--- config.mk ---
export PLATFORM = sky130hd
export DESIGN_NAME = reorder_buffer
export DESIGN_NICKNAME = d
export VERILOG_FILES = /design/src/rtl/reorder_buffer_pkg.sv /design/src/rtl/reorder_buffer.sv
export SDC_FILE = /design/constraint.sdc
export NUM_CORES = 1
export LEC_CHECK = 0
export ABC_AREA = 1
export ABC_CLOCK_PERIOD_IN_PS = 3600
export CAP_MARGIN = 20
export CORE_UTILIZATION = 55
export CTS_CLUSTER_SIZE = 40
export DETAILED_ROUTE_END_ITERATION = 10
export GPL_TIMING_DRIVEN = 0
export PLACE_DENSITY = 0.76
export RECOVER_POWER = 100
export SYNTH_ARGS = -nofsm -noshare
export SYNTH_HDL_FRONTEND = slang
export SYNTH_SLANG_ARGS = --single-unit
--- constraint.sdc ---
create_clock -name clk -period 3.6 [get_ports clk]
set_input_delay 0.72 -clock clk [delete_from_list [all_inputs] [get_ports clk]]
set_output_delay 0.72 -clock clk [all_outputs]
set_load 0.01 [all_outputs]
--- src/rtl/reorder_buffer_pkg.sv ---
// Shared types and sizing for the reorder buffer.
//   ROB_TAG_W : tag width, ROB_DEPTH = 2**ROB_TAG_W entries
//   N_PHYS    : physical register count, PREG_W bits per preg id
//   N_CMP     : number of writeback (completion) ports
//   rob_entry_t : per-entry bookkeeping {valid, done, rd_used, old_p, new_p}
package reorder_buffer_pkg;
  localparam int ROB_TAG_W = 4;
  localparam int ROB_DEPTH = 2 ** ROB_TAG_W;
  localparam int N_PHYS    = 64;
  localparam int PREG_W    = $clog2(N_PHYS);
  localparam int N_CMP     = 3;

  typedef struct packed {
    logic              valid;
    logic              done;
    logic              rd_used;
    logic [PREG_W-1:0] old_p;
    logic [PREG_W-1:0] new_p;
  } rob_entry_t;
endpackage

--- src/rtl/reorder_buffer.sv ---
// In-order retirement buffer. Rename allocates one entry per tag at the tail,
// functional units mark entries done by tag, the oldest done entry retires
// (one per cycle) and returns its previous rd mapping to the rename free list.
// A mispredict recovery discards every entry from recover_tag_i to the tail.
//
// Ports:
//   clk, rst                 clock, synchronous active-high reset
//   alloc_*                  allocation handshake from rename (tag must equal tail)
//   cmp_valid_i/cmp_tag_i    N_CMP writeback ports (tag per port, packed)
//   recover_i/recover_tag_i  flush pulse, first tag to discard
//   commit_*                 registered retirement pulse (tag, new preg)
//   rob_commit_free_*        registered free-list return (old preg)
//   empty_o                  no entries in flight
// Build option ROB_PERF_CNT_EN adds perf_committed_o, perf_flushed_o and
// perf_full_cycles_o (32-bit wrapping event counters).
module reorder_buffer
  import reorder_buffer_pkg::*;
(
  input  logic                       clk,
  input  logic                       rst,
  input  logic                       alloc_valid_i,
  output logic                       alloc_ready_o,
  input  logic [ROB_TAG_W-1:0]       alloc_tag_i,
  input  logic                       alloc_rd_used_i,
  input  logic [PREG_W-1:0]          alloc_rd_old_p_i,
  input  logic [PREG_W-1:0]          alloc_rd_new_p_i,
  input  logic [N_CMP-1:0]           cmp_valid_i,
  input  logic [N_CMP*ROB_TAG_W-1:0] cmp_tag_i,
  input  logic                       recover_i,
  input  logic [ROB_TAG_W-1:0]       recover_tag_i,
  output logic                       commit_valid_o,
  output logic [ROB_TAG_W-1:0]       commit_tag_o,
  output logic [PREG_W-1:0]          commit_rd_new_p_o,
  output logic                       rob_commit_free_valid_o,
  output logic [PREG_W-1:0]          rob_commit_free_preg_o,
  output logic                       empty_o
`ifdef ROB_PERF_CNT_EN
  ,
  output logic [31:0]                perf_committed_o,
  output logic [31:0]                perf_flushed_o,
  output logic [31:0]                perf_full_cycles_o
`endif
);
  localparam int CNT_W = ROB_TAG_W + 1;
  localparam logic [CNT_W-1:0] DEPTH_C = CNT_W'(ROB_DEPTH);
  typedef logic [ROB_TAG_W-1:0] tag_t;

  rob_entry_t [ROB_DEPTH-1:0] ent_q, ent_d;
  tag_t                       head_q, head_d, tail_q, tail_d;
  logic [CNT_W-1:0]           count_q, count_d;
  logic                       alloc_fire, can_commit;
  logic [ROB_DEPTH-1:0]       squash;
  tag_t                       rec_dist;

  logic                       commit_valid_q, free_valid_q;
  tag_t                       commit_tag_q;
  logic [PREG_W-1:0]          commit_new_p_q, free_preg_q;

  assign alloc_ready_o = (count_q < DEPTH_C) && !recover_i;
  assign alloc_fire    = alloc_valid_i && alloc_ready_o;
  assign empty_o       = (count_q == '0);

  assign can_commit = (count_q != '0) && ent_q[head_q].valid && ent_q[head_q].done &&
                      !(recover_i && (head_q == recover_tag_i));

  // Squash by age relative to head rather than by comparing against tail,
  // so a full buffer (tail == head) still resolves which entries to drop.
  assign rec_dist = recover_tag_i - head_q;
  for (genvar i = 0; i < ROB_DEPTH; i++) begin : g_sq
    tag_t off;
    assign off       = tag_t'(i) - head_q;
    assign squash[i] = recover_i && (off >= rec_dist) && ({1'b0, off} < count_q);
  end

  always_comb begin
    ent_d = ent_q;
    for (int p = 0; p < N_CMP; p++) begin
      if (cmp_valid_i[p] && ent_q[cmp_tag_i[p*ROB_TAG_W +: ROB_TAG_W]].valid)
        ent_d[cmp_tag_i[p*ROB_TAG_W +: ROB_TAG_W]].done = 1'b1;
    end
    if (can_commit) begin
      ent_d[head_q].valid = 1'b0;
      ent_d[head_q].done  = 1'b0;
    end
    for (int i = 0; i < ROB_DEPTH; i++) begin
      if (squash[i]) begin
        ent_d[i].valid = 1'b0;
        ent_d[i].done  = 1'b0;
      end
    end
    // alloc_fire already excludes recovery cycles
    if (alloc_fire) begin
      ent_d[tail_q].valid   = 1'b1;
      ent_d[tail_q].done    = 1'b0;
      ent_d[tail_q].rd_used = alloc_rd_used_i;
      ent_d[tail_q].old_p   = alloc_rd_old_p_i;
      ent_d[tail_q].new_p   = alloc_rd_new_p_i;
    end
  end

  always_comb begin
    head_d  = head_q + {{(ROB_TAG_W-1){1'b0}}, can_commit};
    tail_d  = tail_q + {{(ROB_TAG_W-1){1'b0}}, alloc_fire};
    count_d = count_q;
    if (recover_i) begin
      tail_d  = recover_tag_i;
      count_d = {1'b0, tag_t'(recover_tag_i - head_d)};
    end else if (alloc_fire && !can_commit) begin
      count_d = count_q + CNT_W'(1);
    end else if (!alloc_fire && can_commit) begin
      count_d = count_q - CNT_W'(1);
    end
  end

  always_ff @(posedge clk) begin
    if (rst) begin
      ent_q          <= '0;
      head_q         <= '0;
      tail_q         <= '0;
      count_q        <= '0;
      commit_valid_q <= 1'b0;
      commit_tag_q   <= '0;
      commit_new_p_q <= '0;
      free_valid_q   <= 1'b0;
      free_preg_q    <= '0;
    end else begin
      ent_q          <= ent_d;
      head_q         <= head_d;
      tail_q         <= tail_d;
      count_q        <= count_d;
      commit_valid_q <= can_commit;
      commit_tag_q   <= can_commit ? head_q : '0;
      commit_new_p_q <= can_commit ? ent_q[head_q].new_p : '0;
      // preg 0 is never a real free-list entry
      free_valid_q   <= can_commit && ent_q[head_q].rd_used && (ent_q[head_q].old_p != '0);
      free_preg_q    <= can_commit ? ent_q[head_q].old_p : '0;
    end
  end

  assign commit_valid_o          = commit_valid_q;
  assign commit_tag_o            = commit_tag_q;
  assign commit_rd_new_p_o       = commit_new_p_q;
  assign rob_commit_free_valid_o = free_valid_q;
  assign rob_commit_free_preg_o  = free_preg_q;

`ifdef ROB_PERF_CNT_EN
  logic [CNT_W-1:0] flush_cnt;
  logic [31:0]      perf_committed_q, perf_flushed_q, perf_full_q;

  always_comb begin
    flush_cnt = '0;
    for (int i = 0; i < ROB_DEPTH; i++)
      flush_cnt = flush_cnt + CNT_W'(squash[i] && ent_q[i].valid);
  end

  always_ff @(posedge clk) begin
    if (rst) begin
      perf_committed_q <= '0;
      perf_flushed_q   <= '0;
      perf_full_q      <= '0;
    end else begin
      perf_committed_q <= perf_committed_q + 32'(can_commit);
      perf_flushed_q   <= perf_flushed_q + 32'(flush_cnt);
      perf_full_q      <= perf_full_q + 32'(count_q == DEPTH_C);
    end
  end

  assign perf_committed_o   = perf_committed_q;
  assign perf_flushed_o     = perf_flushed_q;
  assign perf_full_cycles_o = perf_full_q;
`endif

  a_alloc_tag: assert property (@(posedge clk) disable iff (rst)
    alloc_fire |-> (alloc_tag_i == tail_q));

endmodule

Word-level counts from Yosys, hierarchy flattened
Cells that the tools add are included.
{"block": "op_classes", "reduce_logical": 61, "bitwise": 1, "muxes": 63, "n_eq_ne": 1, "n_addsub": 22, "n_lt_le_gt_ge": 43}
{"operator": "bitwise mux 240 bit", "n": 10}
{"operator": "2-to-1 mux 240 bit", "n": 5}
{"operator": "demux 15 bit (select 4 bit)", "n": 10}
{"operator": "binary-select mux 15 bit (select 4 bit)", "n": 4}
{"operator": "2-to-1 mux 15 bit", "n": 6}
{"operator": "< comparator 4 x 5 -> 1 bit", "n": 16}
{"operator": "2-to-1 mux 14 bit", "n": 5}
{"operator": ">= comparator 4 bit", "n": 16}
{"operator": "logical AND 1 bit", "n": 50}
{"operator": "2-to-1 mux 2 bit", "n": 16}
{"operator": "subtractor 4 bit (first input constant)", "n": 8}
{"operator": "< comparator 4 x 5 -> 1 bit (second input constant)", "n": 5}
{"operator": ">= comparator 4 x 1 -> 1 bit (second input constant)", "n": 5}
{"operator": "subtractor 3 x 4 -> 4 bit (first input constant)", "n": 4}
{"operator": "2-to-1 mux 13 bit", "n": 1}
{"operator": "2-to-1 mux 12 bit", "n": 1}
{"operator": "2-to-1 mux 5 bit", "n": 2}
{"operator": "adder 4 x 1 -> 4 bit", "n": 2}
{"operator": "2-to-1 mux 4 bit", "n": 2}
{"operator": "subtractor 1 x 4 -> 4 bit (first input constant)", "n": 2}
{"operator": "subtractor 2 x 4 -> 4 bit (first input constant)", "n": 2}
{"operator": "subtractor 4 bit", "n": 2}
{"operator": "2-to-1 mux 6 bit", "n": 1}
{"operator": "nonzero test 6 bit", "n": 1}
{"operator": "other kinds (11)", "n": 15}
{"block": "word_totals", "wordCells": 280, "out_inout_bits": 20, "in_bits": 40, "register_bits": 271}

Logic depth before layout (Yosys ltp)
{"block": "logic_depth", "ltp_word": 20, "ltp_mapped": 20, "depth_no_buf": 18}

Least setup slack after synthesis
OpenSTA, ideal clock, no wires.
{"block": "synth_path", "path_type": "reg-to-reg", "startpoint": "register head_q[2]", "endpoint": "register count_q[3]", "setup_ns": 0.074, "t_required_ns": 3.526, "t_arrival_ns": 3.406, "period_less_slack_ns": 3.481, "n_path_buf": 2, "path_stages_with_launch": 19, "slack_ns": 0.119, "cell_sequence": "dfxtp_1 clkinv_1 clkbuf_1 clkbuf_1 ha_1 nand4_1 o21ai_1 inv_2 nand3_2 inv_2 ha_1 ha_1 xnor2_1 ha_1 a21oi_1 nand2_1 a21oi_1 o21ai_0 a31oi_1"}
{"block": "synth_via", "elab_chain_len": 9}
{"item": "start, declared", "line_no": "reorder_buffer.sv:49", "source": "tag_t head_q, head_d, tail_q, tail_d;"}
{"item": "start signal, assigned", "line_no": "reorder_buffer.sv:118", "source": "head_q <= '0;"}
{"item": "start signal, assigned", "line_no": "reorder_buffer.sv:128", "source": "head_q <= head_d;"}
{"item": "binary-select mux 15 bit (select 4 bit)", "line_no": "reorder_buffer.sv:63", "source": "assign can_commit = (count_q != '0) && ent_q[head_q].valid && ent_q[head_q].done &&"}
{"item": "2-to-1 mux 15 bit"}
{"item": "logical AND 1 bit (2 in a row)", "line_no": "reorder_buffer.sv:63"}
{"item": "logical AND 1 bit *", "line_no": "reorder_buffer.sv:63"}
{"item": "net can_commit", "line_no": "reorder_buffer.sv:51", "source": "logic alloc_fire, can_commit;"}
{"item": "parallel branches: the longest is 4 deep, another holds adder 4 x 1 -> 4 bit"}
{"item": "end signal, assigned", "line_no": "reorder_buffer.sv:130", "source": "count_q <= count_d;"}
{"item": "end, declared", "line_no": "reorder_buffer.sv:50", "source": "logic [CNT_W-1:0] count_q, count_d;"}
Mark *: on every way through the listed nets, which the timed path passes. The select of a mux whose other input is x is not followed.
A chain may end at the register's enable or synchronous reset.

Worst setup path in the final report
{"block": "layout_path", "startpoint": "input recover_tag_i[0]", "endpoint": "register count_q[3]"}
{"block": "layout_via", "elab_chain_len": 8}
{"item": "start, declared", "line_no": "reorder_buffer.sv:30", "source": "input logic [ROB_TAG_W-1:0] recover_tag_i,"}
{"item": "== test 4 bit *", "line_no": "reorder_buffer.sv:64", "source": "!(recover_i && (head_q == recover_tag_i));"}
{"item": "logical AND 1 bit *", "line_no": "reorder_buffer.sv:64"}
{"item": "zero test 1 bit *", "line_no": "reorder_buffer.sv:64"}
{"item": "logical AND 1 bit *", "line_no": "reorder_buffer.sv:63"}
{"item": "net can_commit", "line_no": "reorder_buffer.sv:51"}
{"item": "parallel branches: the longest is 4 deep, another holds adder 4 x 1 -> 4 bit"}
Mark *: on every way through the listed nets, which the timed path passes.

==> flow_results.org <==
** Floorplan
- Rows :: 61
- Area of the die :: 28900 um^2
- Starting utilization of the core area :: 0.559
- In this run the standard cell core region covers 27800 um^2.
- Top-level I/O count :: 60
- Width of the die :: 170 um
- The die is 170 um tall.

** Layout
- With fillers left out, the area of the finished cells amounts to 17400 um^2.
- Final core occ :: 0.627
- The library cell used most frequently in the layout, excluding fill and tap cells, is nor2_1.
- Register area :: 5430 um^2
- Final net count :: 2544
- Multi-input gate area :: 8430 um^2
- Leaving out filler cells and counting taps, the final layout contains 2822.
- The repair_antennas step left the layout with diodes totalling 0.
- The filler cells instantiated in the layout total 2725.
- Layout overhead on the synthesized area :: 12.3%
- Share of cells above drive strength 1 :: 0.0569
- The top cell types in the final layout, fill and taps aside, are nor2_1 (416), nand2_1 (339), o21ai_0 (325), dfxtp_1 (268), inv_1 (252).

** Worst setup path
- Capturing element type of the critical path :: flip-flop
- CP delay by family, top :: adder cells
- The critical path goes through clkdlybuf4s50_1 > inv_1 > ha_1 > nand4_1 > o21ai_2 > inv_2 > nand3_2 > inv_2 > ha_1 > ha_1 > xnor2_2 > ha_4 > a21oi_1 > nand2_1 > a21oi_1 > o21ai_0 > a31oi_1.
- The cell that appears most often on the critical path is ha_1.
- At the worst endpoint, the arrival time is 3.98 ns.
- Counting both buffers and inverters, the worst setup path holds a total of 4.
- Crit start category :: primary input
- Req. time, crit path :: 4.09 ns
- On the worst path, the slowest cell contributes a delay of 0.51 ns.
- On the critical path, the stage with the largest delay is an instance of clkdlybuf4s50_1.
- The critical path is of the in -> reg type.
- Of all nets on the critical path, the largest fanout is 8.

** CTS
- Cell chosen for the clock root :: clkbuf_16
- The clock passes through at most 3 buffers.
- Counting the buffers created by CTS gives 28.
- Clock input transition at the sequential cells of the worst setup and hold paths :: 0.07 ns
- Clk Latency, worst-skew pair :: 0.56 ns
- In this run the number of H-tree levels came out at 1.
- TritonCTS built the clock tree.
- The tree built by TritonCTS fans out to 271 sinks.
- After clock tree synthesis, the flow added hold-fix buffers numbering 0.

** STA
- The number of failing hold endpoints at the final stage came to 0.
- The number of pins exceeding their max-slew limit in the final report was 0.
- In the finished design, the share of the clock period the worst path needs comes to 0.971.
- Post-route minimum period :: 3.50 ns
- Slew @ Worst Pin :: 0.994 ns
- Setup total negative slack on the finished layout was measured at 0 ns.
- Peak Freq :: 286 MHz
- Max transition margin :: 0.337
- Final Setup Violations :: 0
- Post-Route Hold Slack :: 0.452 ns
- Clock Skews :: 0.0161 ns

** Global route
- For this run the aggregate overflow at the end of global routing stands at 0.
- The number of antenna violations at the first check in global routing was 0.
- Maximum number of pins on one net before global-route repair :: 25
- The first global-routing pass estimated 90000 um of wire.
- Global-route usage over all layers :: 0.413
- The via count of the first global-routing pass was 15619.

** Power
- For this design the static power due to leakage is 7.72 nW.
- VDD sags by at most 374 uV.
- Power spread over the standard cell area amounts to 395 nW/um^2.

** Yosys
- Flip-flop and latch count after synthesis :: 271
- By area the synthesized netlist is led by dfxtp_1 (35%), o21ai_0 (10%), nor2_1 (9.9%), nand2_1 (8.2%), ha_1 (6.0%).
- Summed over all instances, the cell type with the most area after synthesis is dfxtp_1.
- Synth warn :: 0
- When the netlist entered floorplanning its net count stood at 2468.
- Average cell area after synthesis :: 6.61 um^2
- Synthesis handed over a netlist of 2349 instances.
- Portion of the post-synthesis area used by sequential elements :: 0.350
- Post-synthesis async set-or-reset flop share :: 0
- Netlist cell types :: 41
- Post-synth EDFFs :: 0
- Netlist area before placement :: 15500 um^2
- The share of synthesized area in the top cell type comes to 0.350.
- For this run, the leading register cell type out of synthesis is dfxtp_1.

** Drt
- Before antenna repair, the detailed router went through 6 iterations.
- Final WL :: 59500 um
- Detail Route Antenna Nets :: 0
- Across all layers, the routed design uses 17091 vias.
- Wire per inst :: 21.1 um
- Using the TritonRoute via totals, the vias-per-cell ratio works out to 6.06.
- After the first detailed-routing iteration, the DRC count stood at 2301.
- Residual DRC :: 0

** Placement
- Routability-driven placement congestion ratio :: 0.996
- Once placement completed, the tool counted placed cells totaling 2773.
- Number of buffer cells added on primary ports :: 46
- Placed cell area :: 16500 um^2
- The HPWL after detailed placement is 43400 um.

** Flow run
- The tool flagged a number of max-cap violations equal to 0.

** Run status
- The run finished with clean final reports.

** Worst hold path
- Worst Hold Class :: reg -> reg
==> layout make-up <==
cell class / count / area share
Buffer: 143 / 0.0382
Clock buffer: 38 / 0.0465
Clock inverter: 11 / 0.00768
Inverter: 263 / 0.0572
Multi-Input combinational cell: 1670 / 0.484
Sequential cell: 271 / 0.312
Tap cell: 378 / 0.0271
Timing Repair Buffer: 48 / 0.0276
==> power breakdown <==
part	leakage (nW)	switching, mW	internal, mW
clock	0.472	1.25	1.78
sequential	2.19	0.0363	3.05
combinational	5.06	0.532	0.241
total	7.72	1.82	5.07
==> worst reg2reg max path: stages (launching register included) <==
cell,delay (ns)
dfxtp_4,0.45
buf_6,0.18
inv_6,0.11
ha_1,0.37
nand4_1,0.13
o21ai_2,0.24
inv_2,0.13
nand3_2,0.14
inv_2,0.09
ha_1,0.20
ha_1,0.22
xnor2_2,0.25
ha_4,0.25
a21oi_1,0.15
nand2_1,0.08
a21oi_1,0.15
o21ai_0,0.12
a31oi_1,0.18
==> Yosys cell counts (4+ instances only) <==
cell	count
nand4_1	47
inv_2	15
nor3_1	11
nor2_2	4
nor2_4	4
a21oi_1	180
inv_1	246
xnor2_1	7
nand2_1	337
nor2_1	409
buf_6	6
a31oi_1	7
nand3b_1	5
fa_1	4
ha_1	75
o211ai_1	42
o21ai_0	324
a21oi_2	4
buf_4	6
o21ai_1	7
nand3_1	154
clkbuf_1	80
a22oi_1	4
nand2_2	13
dfxtp_1	271
buf_2	50
o22ai_1	6
==> routing by layer <==
metal | track usage | part of all wire
met5 | 0 | 0
met4 | 0.182 | 0.050
met3 | 0.0912 | 0.12
met2 | 0.611 | 0.41
met1 | 0.571 | 0.41
==> registers in the layout (all words and copies together) (netlist names) <==
register                 cells
rob_commit_free_preg_o       6
commit_valid_o               1
ent_q                      240
commit_tag_o                 4
count_q                      5
tail_q                       4
rob_commit_free_valid_o      1
commit_rd_new_p_o            6
head_q                       4
==> repair_timing <==
action	in CTS	in global routing
setup buffers	2	0
gates resized for setup	15	15
endpoints found under the setup margin	59	12
pin swaps	0	2
==> kinds of logic (layout without fill, tap and decap cells) <==
| family | after synthesis | count (layout) | synth area share |
|---|---|---|---|
| and+or+nand+nor | 996 | 996 | 0.272 |
| AOI/OAI and AO/OA | 585 | 585 | 0.200 |
| buffers and inverters | 408 | 503 | 0.107 |
| DFF | 271 | 271 | 0.350 |
| adders and majority gates | 79 | 79 | 0.0656 |
| xor gates and xnor gates | 10 | 10 | 0.00564 |
==> through the flow <==
stage	setup slack (ns)	total power [mW]
6_report	0.104	6.89
3_3_place_gp	-1.35	3.87
5_1_grt	-0.00203	7.08
4_1_cts	0.0442	6.84
2_1_floorplan	0.119	3.63
3_5_place_dp	-1.35	3.89
==> final timing paths <==
| path | slack (ns) | to | from | depth (start not counted) |
|---|---|---|---|---|
| hold / removal | 0.45 | ent_q[24] | ent_q[24] | 2 |
| hold reg to reg | 0.45 | ent_q[24] | ent_q[24] | 2 |
| setup reg to reg | 0.10 | count_q[3] | head_q[1] | 17 |
| setup / recovery | 0.10 | count_q[3] | recover_tag_i[0] | 17 |
No activity file was read; power rests on OpenSTA's default activity.
